[src/rtl/pci_bus_monitor.sv]
// Passive PCI phase tracker with DEVSEL timeout, STOP, turnaround and per-transaction counters.
// All outputs registered, one clock after the sampled bus condition; never drives the bus, so no backpressure.
module pci_bus_monitor #(
  parameter int CNT_W          = 8,
  parameter int WAIT_W         = 4,
  parameter int DEVSEL_TIMEOUT = 4
) (
  input  logic              clk,
  input  logic              rst_n,
  input  logic              frame_n,
  input  logic              irdy_n,
  input  logic              trdy_n,
  input  logic              devsel_n,
  input  logic              stop_n,
  output logic [2:0]        state,
  output logic [CNT_W-1:0]  data_count,
  output logic [WAIT_W-1:0] wait_count,
  output logic              xfer_done,
  output logic              target_stop,
  output logic              master_abort,
  output logic              busy
);

  typedef enum logic [2:0] {
    S_IDLE    = 3'd0,
    S_ADDR    = 3'd1,
    S_WAIT    = 3'd2,
    S_DATA    = 3'd3,
    S_FINAL   = 3'd4,
    S_TURN    = 3'd5,
    S_ABORT   = 3'd6,
    S_ILLEGAL = 3'd7
  } state_t;

  localparam logic [CNT_W-1:0]  CNT_MAX  = '1;
  localparam logic [WAIT_W-1:0] WAIT_MAX = '1;
  localparam logic [3:0]        TMO_LAST = 4'(DEVSEL_TIMEOUT - 1);

  state_t     cur;
  state_t     nxt;
  logic       devsel_seen;
  logic [3:0] timer;
  logic       active;
  logic       xfer;
  logic       stop;
  logic       timeout;
  logic       stop_pulse;

  assign state = cur;

  always_comb begin
    nxt        = cur;
    stop_pulse = 1'b0;
    active     = (cur == S_WAIT) || (cur == S_DATA);
    xfer       = active & ~irdy_n & ~trdy_n & ~devsel_n;
    stop       = active & ~stop_n & ~devsel_n;
    timeout    = active & ~devsel_seen & devsel_n & (timer == TMO_LAST);
    case (cur)
      S_IDLE: if (!frame_n) nxt = S_ADDR;
      S_ADDR: nxt = S_WAIT;
      S_WAIT, S_DATA: begin
        // A final-phase transfer outranks STOP, so target_stop stays low then.
        if (timeout) begin
          nxt = S_ABORT;
        end else if (xfer && frame_n) begin
          nxt = S_TURN;
        end else if (stop) begin
          nxt        = frame_n ? S_TURN : S_FINAL;
          stop_pulse = 1'b1;
        end else if (xfer) begin
          nxt = S_DATA;
        end else begin
          nxt = S_WAIT;
        end
      end
      S_FINAL, S_ABORT: if (frame_n && irdy_n) nxt = S_TURN;
      S_TURN: nxt = frame_n ? S_IDLE : S_ADDR;
      default: nxt = S_IDLE;
    endcase
  end

  always_ff @(posedge clk) begin
    if (!rst_n) begin
      cur          <= S_IDLE;
      data_count   <= '0;
      wait_count   <= '0;
      xfer_done    <= 1'b0;
      target_stop  <= 1'b0;
      master_abort <= 1'b0;
      busy         <= 1'b0;
      devsel_seen  <= 1'b0;
      timer        <= '0;
    end else begin
      cur          <= nxt;
      busy         <= (nxt != S_IDLE);
      xfer_done    <= xfer;
      target_stop  <= stop_pulse;
      master_abort <= timeout;
      if (cur == S_ADDR) begin
        data_count  <= '0;
        wait_count  <= '0;
        timer       <= '0;
        devsel_seen <= 1'b0;
      end else if (active) begin
        if (!devsel_n) devsel_seen <= 1'b1;
        if (!devsel_seen && devsel_n) timer <= timer + 4'd1;
        if (xfer) begin
          if (data_count != CNT_MAX) data_count <= data_count + 1'b1;
          wait_count <= '0;
        end else if (wait_count != WAIT_MAX) begin
          wait_count <= wait_count + 1'b1;
        end
      end
    end
  end

endmodule
[config.mk]
export PLATFORM = sky130hd
export DESIGN_NAME = pci_bus_monitor
export DESIGN_NICKNAME = d
export VERILOG_FILES = /design/src/rtl/pci_bus_monitor.sv
export SDC_FILE = /design/constraint.sdc
export NUM_CORES = 1
export LEC_CHECK = 0
export BUFFER_PORTS_ARGS = -buffer_cell sky130_fd_sc_hd__buf_2
export CAP_MARGIN = 25
export CORE_MARGIN = 2
export CORE_UTILIZATION = 55
export CTS_CLUSTER_DIAMETER = 80
export CTS_CLUSTER_SIZE = 25
export DETAILED_ROUTE_END_ITERATION = 8
export GPL_TIMING_DRIVEN = 0
export PLACE_DENSITY_LB_ADDON = 0.05
export REMOVE_ABC_BUFFERS = 1
export SLEW_MARGIN = 10
export SYNTH_ARGS = -nofsm -noshare
export SYNTH_HDL_FRONTEND = slang
export SYNTH_SLANG_ARGS = --single-unit
[constraint.sdc]
create_clock -name clk -period 2.5 [get_ports clk]
set_input_delay 0.5 -clock clk [delete_from_list [all_inputs] [get_ports clk]]
set_output_delay 0.5 -clock clk [all_outputs]
set_load 0.05 [all_outputs]
==> impl_metrics.ini, run 1 <==
[flow_run]
max_cap_viol_count = 0

[finish]
antennaDiodeCount = 0
fin_util = 0.672
fin_cells = 178
nNetsFinal = 162
fillers = 180
drive_above_1_share = 0.219
final-seq-area_um2 = 480
syn2layout_area_growth_pct = 16.8
multi_input_area_um2 = 606

[worst_setup_path]
worstSetupStartpointType = register
worstPathArrival_ps = 1220
r2r_cells = 4
critPathCapture = state[2]
crit_path_start = state[2]
cp.depth = 1
endpoint_kind = output port
critPathMaxFanout = 11
ff2ff_setup_slack_ps = 810
critPathSlowestCell = dfxtp_1
slowest_delay_ps = 580
critPathKind = reg -> out
crit_required_ps = 2000
cp_cell_sequence = buf_2
crit_buf_inv = 1
crit_family = flip-flops
timing.rr.start = state[1]
worstReg2RegEnd = data_count[6]

[timing]
min_period_ps = 1720
tightest_slew_ps = 431
setup_tns_ps = 0
setup_viol = 0
hold_ws_ps = 450
skew_ps = 1.31
finalCritPeriodShare = 0.690
slew_viol_final = 0
rsz0062_at_grt = no
fmax_ghz = 0.580
report.final.hold_viol_count = 0
max_slew_margin = 0.712

[grt]
grt_pass1_wl_um = 3750
grt.total_usage = 0.198
grt-ovfl-total = 0
antenna_found_initial = 0
grt_max_degree = 15
grt_pass1_vias = 885

[clocking]
clk_latency_ps = 310
cts_resized = 0
cts_sinks = 24
cts.hold.buffers_added = 0
clockBufferDepth = 2
h-tree-depth = 1
cts_buffers = 3
postCtsSetupRepairBufs = 0
cts_tree = yes
cts-root-buf = clkbuf_4
path_clk_slew_ps = 130

[floorplan]
core_um2 = 1940
pin_count = 26
die_y_um = 49.1
die_x_um = 49.1
num_rows = 16
start_util = 0.575
dieArea_um2 = 2410

[logic_synthesis]
syn_inst = 125
yosys_warnings = 0
synth-main-ff-cell = dfxtp_1
seq_area_frac_synth = 0.430
synth_enable_flop_cells = 0
syn-cell-area_um2 = 1120
avgSynthCellArea_um2 = 8.94
yosysUniqueCellTypes = 33
ys_ff_latch = 24
async_flop_share = 0

[drt]
drt-initial-drc-count = 12
vias = 961
avgViaCountPerCell = 5.40
first_pass_iters = 4
drt-total-wl_um = 2110
post_drt_wl_per_cell_um = 11.9
drc = 0
ant_nets = 0

[status]
outcome = completed

[power_and_ir_drop]
power_density_nw_per_um2 = 599
finalPower_w = 0.000782
ir_drop_mv = 0.371
leakage_nw = 0.545

[placed_design]
placed_cells = 174
place.gp.congestion = 0.861
dp_hpwl_um = 1530
io_buffers = 25

[hold_path]
hold_path_class = in -> reg
==> final cells by class <==
cell class / count / area share
clock buffer: 3 / 0.0173
clock inverter: 1 / 0.0230
inverter: 2 / 0.00575
multi-input combinational: 96 / 0.464
sequential: 24 / 0.368
tap: 27 / 0.0259
timing repair buffer: 25 / 0.0959
==> report_power, final <==
group          total (W)  leakage (nW)  switching [W]  internal [W]
Clock           0.000276        0.0279       0.000114      0.000162
Combinational   0.000100         0.323      0.0000685     0.0000319
Sequential      0.000405         0.194      0.0000124      0.000393
Total           0.000782         0.545       0.000195      0.000587
==> layer usage <==
| metal | vias up | wire [um] | track usage |
|---|---|---|---|
| met4 | 0 | 12 | 0.0667 |
| met2 | 22 | 1010 | 0.324 |
| met5 | - | 0 | 0 |
| met3 | 2 | 94 | 0.0399 |
| li1 | 501 | - | - |
| met1 | 436 | 991 | 0.261 |
==> worst min-delay path by stage <==
stage,start,to,depth (start not counted)
after global routing,rst_n,target_stop,3
final,frame_n,target_stop,2
after floorplan,devsel_seen,devsel_seen,2
after CTS,frame_n,target_stop,2
after global placement,devsel_seen,devsel_seen,2
after detailed placement,devsel_seen,devsel_seen,2
==> Yosys cell counts, drive strengths merged (3+ instances only) <==
| library cell | count | area share |
|---|---|---|
| xor2 | 5 | 0.039 |
| a21oi | 7 | 0.031 |
| mux2i | 3 | 0.027 |
| buf | 3 | 0.021 |
| ha | 3 | 0.034 |
| nand2 | 9 | 0.030 |
| nor2 | 18 | 0.060 |
| o21ai | 6 | 0.027 |
| xnor2 | 3 | 0.024 |
| nand4 | 4 | 0.022 |
| dfxtp | 24 | 0.43 |
| nand3 | 10 | 0.045 |
| or3 | 6 | 0.034 |
| a31oi | 4 | 0.022 |
==> registers in the layout, summed over array words and instances (netlist names) <==
signal	cells
busy	1
timer	4
master_abort	1
data_count	8
wait_count	4
state	3
devsel_seen	1
xfer_done	1
target_stop	1
==> cells by family after synthesis <==
family,after synthesis,share of synthesized area
buf+inv,5,0.0280
mux,3,0.0269
flops,24,0.430
simple gates,60,0.290
compound gates,22,0.129
xor+xnor,8,0.0627
fa+ha+maj,3,0.0336
==> through the flow <==
stage	setup slack (ps)	cell area, um^2
detailed placement	721	1250
global placement	756	1250
finish	775	1310
floorplan	672	1090
CTS	775	1310
global route	644	1310
==> cell usage in the layout, fill, tap and decap left out, drive strengths merged, types with 4 or more instances in the layout <==
master,n
o21ai,6
buf,25
or3,6
a31oi,4
xor2,5
nand3,10
dfxtp,24
a21oi,7
nand4,4
nand2,9
nor2,18
Note: power is estimated with default switching activity, not from simulation.
==> run 2: changes to the inputs <==
CORE_UTILIZATION = 51   (was 55)
clock period = 1.59 ns   (was 2.5 ns; I/O delays follow)
==> impl_metrics.ini, run 2 (synthesized netlist as in run 1, its figures left out) <==
[finish]
top_regs = data_count x8, timer x4, wait_count x4
largest_reg_flops = 8
final-seq-area_um2 = 488
layout_common_cells = 25 x buf_2, 20 x dfxtp_1, 18 x nor2_1
drive_above_1_share = 0.257
antennaDiodeCount = 0
fin_util = 0.643
multi_input_area_um2 = 608
syn2layout_area_growth_pct = 16.3
nNetsFinal = 164
fillers = 191
final_common_cell = buf_2
largest-register = data_count

[floorplan]
core_um2 = 2020
start_util = 0.553
die_y_um = 50.8
num_rows = 16
dieArea_um2 = 2580
die_x_um = 50.8
pin_count = 26

[drt]
drt-initial-drc-count = 30
post_drt_wl_per_cell_um = 12.7
drc = 0
first_pass_iters = 4
ant_nets = 0
vias = 989
drt-total-wl_um = 2270
avgViaCountPerCell = 5.53

[power_and_ir_drop]
combPwrFrac = 0.154
p_sw_w = 0.000299
leakage_nw = 0.544
p_clk_frac = 0.245
ir_drop_mv = 0.558
power_density_nw_per_um2 = 815
switching_share = 0.282
power_frac_seq = 0.601
p_int_w = 0.000760

[worst_setup_path]
worstSetupStartpointType = register
critPathKind = reg -> reg
crit_required_ps = 1840
ff2ff_setup_slack_ps = 100
slowest_delay_ps = 420
critPathMaxFanout = 11
critPathSlowestCell = dfxtp_4
cp_cell_sequence = nor3b_4 -> buf_4 -> nand2_1 -> or3_1 -> a21oi_1
worstPathArrival_ps = 1740
endpoint_kind = register

[placed_design]
dp_hpwl_um = 1650
place.gp.congestion = 0.883
io_buffers = 25

[grt]
antenna_found_initial = 0
grt.total_usage = 0.188
grt_pass1_wl_um = 3770
grt_max_degree = 14
grt_pass1_vias = 864
grt-ovfl-total = 0

[timing]
setup_viol = 0
slew_viol_final = 0
finalCritPeriodShare = 0.938
report.final.hold_viol_count = 0
fmax_ghz = 0.670
max_slew_margin = 0.722
tightest_slew_ps = 415
min_period_ps = 1490
setup_tns_ps = 0
skew_ps = 5.60

[clocking]
clk_latency_ps = 310
cts_tree = yes
h-tree-depth = 1
path_clk_slew_ps = 120
clockBufferDepth = 2
cts_buffers = 3
cts-root-buf = clkbuf_4
cts_sinks = 24

[hold_path]
hold_path_class = in -> reg

[status]
outcome = completed

[flow_run]
max_cap_viol_count = 0
==> run 2: layer usage <==
metal	track usage	up-vias	share of wire
met2	0.311	30	0.47
met4	0.0676	0	0.0044
met3	0.0268	2	0.051
met5	0	-	0
met1	0.250	453	0.47
li1	-	504	-
==> run 2: metrics by stage <==
stage	total power (W)	instances	hold slack, ps	cell area (um^2)	setup WS (ps)
5_1_grt	0.00111	179	251	1300	-0.649
2_1_floorplan	0.000763	122	406	1090	-238
6_report	0.00106	179	268	1300	98.4
4_1_cts	0.00107	178	249	1280	4.20
3_3_place_gp	0.000806	174	444	1250	-24.5
3_5_place_dp	0.000808	174	458	1250	-61.8
==> run 2: worst paths after layout <==
check,startpoint,end,depth (start not counted)
max,state[1],data_count[2],5
min,frame_n,target_stop,2
max reg2reg,state[1],data_count[2],5
min reg2reg,devsel_seen,devsel_seen,2
==> run 2: power groups by stage <==
stage | logic, W | clock network, W | registers [W]
2_1_floorplan | 0.0000680 | 0 | 0.000695
3_3_place_gp | 0.000157 | 0 | 0.000649
3_5_place_dp | 0.000158 | 0 | 0.000650
4_1_cts | 0.000160 | 0.000271 | 0.000637
5_1_grt | 0.000175 | 0.000292 | 0.000641
6_report | 0.000163 | 0.000260 | 0.000636
==> run 2: cell type report <==
cell class                      count  share of cell area
Multi-Input combinational cell     96               0.468
Timing Repair Buffer               27               0.108
Inverter                            2             0.00577
Tap cell                           27              0.0260
Clock buffer                        3              0.0173
Sequential cell                    24               0.375
==> run 2: repair_timing <==
item | 4_1_cts | 5_1_grt
endpoints found under the setup margin | 5 | 15
gates resized for setup | 1 | 5
setup buffers | 1 | 1
pin swaps | 0 | 3
hold buffers | 0 | 0
==> run 2: worst max-delay path: cells and delay by family, from the launching register on <==
kind	cells	cell delay, ps
flops	1	420
simple gates	3	700
buf+inv	1	160
compound gates	1	150
==> run 3: changes to the inputs <==
PLACE_DENSITY = 0.78   (was default)
PLACE_DENSITY_LB_ADDON = default   (was 0.05)
==> impl_metrics.ini, run 3 (synthesized netlist as in run 1, its figures left out) <==
[finish]
largest_reg_flops = 8
top_regs = data_count x8, timer x4, wait_count x4
layout_common_cells = 25 x buf_2, 20 x dfxtp_1, 18 x nor2_1
fillers = 172
antennaDiodeCount = 0
syn2layout_area_growth_pct = 19.7
drive_above_1_share = 0.266
final_common_cell = buf_2
nNetsFinal = 165
finalInstanceArea_um2 = 1340
largest-register = data_count

[timing]
slew_viol_final = 0
hold_ws_ps = 277
min_period_ps = 1520
tightest_slew_ps = 511
report.final.hold_viol_count = 0
fmax_ghz = 0.658
setup_viol = 0
skew_ps = 1.45
finalCritPeriodShare = 0.956
rsz0062_at_grt = no
max_slew_margin = 0.658
setup_tns_ps = 0

[grt]
grt_pass1_wl_um = 3960
grt.total_usage = 0.197
grt-ovfl-total = 0
grt_pass1_vias = 904
grt_max_degree = 15
antenna_found_initial = 0

[drt]
first_pass_iters = 4
ant_nets = 0
drc = 0
post_drt_wl_per_cell_um = 12.8
drt-initial-drc-count = 11
avgViaCountPerCell = 5.57
drt-total-wl_um = 2310
vias = 1009

[clocking]
cts_buffers = 3
clockBufferDepth = 2
cts_tree = yes
cts_sinks = 24
cts-root-buf = clkbuf_4
clk_latency_ps = 310
h-tree-depth = 1
path_clk_slew_ps = 130

[worst_setup_path]
critPathMaxFanout = 11
ff2ff_setup_slack_ps = 70
timing.rr.start = state[1]
cp_cell_sequence = nor3b_4 -> buf_4 -> nand2_1 -> or3_1 -> a21oi_1
slowest_delay_ps = 420
r2r_cells = 5
worstReg2RegEnd = data_count[2]
crit_required_ps = 1840
crit_buf_inv = 1
endpoint_kind = register
worstPathArrival_ps = 1770
critPathKind = reg -> reg
critPathSlowestCell = dfxtp_4
crit_family = simple AND/OR/NAND/NOR gates
worstSetupStartpointType = register

[floorplan]
start_util = 0.553
dieArea_um2 = 2580
die_x_um = 50.8
core_um2 = 2020
die_y_um = 50.8
num_rows = 16
pin_count = 26

[hold_path]
holdPathEnd = target_stop
hold_path_class = in -> reg
worstHoldPathCells = 2
min_from = frame_n

[placed_design]
dp_hpwl_um = 1640
place.gp.congestion = 0.792
place_area_um2 = 1250
io_buffers = 25

[power_and_ir_drop]
leakage_nw = 0.563
power_density_nw_per_um2 = 926
ir_drop_mv = 0.700

[flow_run]
max_cap_viol_count = 0

[status]
outcome = completed
[run 3: layout make-up]
class | count | area, um^2 | share of cell area
repair buffers | 28 | 148 | 0.110
multi-input cells | 96 | 608 | 0.455
clock buffers | 3 | 22.5 | 0.0168
inverters | 2 | 7.51 | 0.00561
well taps | 27 | 33.8 | 0.0253
clock inverters | 1 | 30.0 | 0.0225
flip-flops and latches | 24 | 488 | 0.365
[run 3: stage by stage]
step	utilization	cells	power [W]	setup slack (ps)
5_1_grt	0.662	181	0.00129	7.85
3_5_place_dp	0.619	174	0.000808	-76.6
4_1_cts	0.654	180	0.00124	52.7
2_1_floorplan	-	122	0.000763	-238
6_report	0.662	181	0.00124	70.5
3_3_place_gp	0.619	174	0.000803	-18.2
[run 3: per-layer routing]
metal	vias up	share of wire	routed length, um	global-route usage
met1	475	0.46	1060	0.250
met5	-	0	0	0
met2	25	0.49	1140	0.340
met3	2	0.047	108	0.0536
met4	0	0.0017	4	0.0270
li1	507	-	-	-
[run 3: worst register-to-register path, stage by stage (launching register included)]
cell     delay [ps]
dfxtp_4         420
nor3b_4         310
buf_4           170
nand2_1          90
or3_1           340
a21oi_1         140
[run 3: repair_timing]
item	CTS	global route
hold buffers	0	0
endpoints found under the hold margin	0	0
pin swaps	0	0
gates resized for setup	2	4
gates cloned	0	0
setup buffers	2	1
setup endpoints to repair	5	14
[run 3: worst max path at each step]
stage                        startpoint       endpoint  slack, ps  cells past startpoint
after floorplan                state[1]  data_count[5]       -240                      4
after global placement         state[1]  data_count[7]        -20                      4
after detailed placement       state[1]  data_count[6]        -80                      4
after CTS                 data_count[0]  data_count[6]         50                      5
after global routing      data_count[0]  data_count[6]          8                      5
final                          state[1]  data_count[2]         70                      5
[run 3: report_power, final]
part / leakage [nW] / internal [W] / total, W / switching, W
Clock: 0.0279 / 0.000255 / 0.000435 / 0.000180
Combinational: 0.339 / 0.0000552 / 0.000166 / 0.000111
Sequential: 0.196 / 0.000618 / 0.000638 / 0.0000195
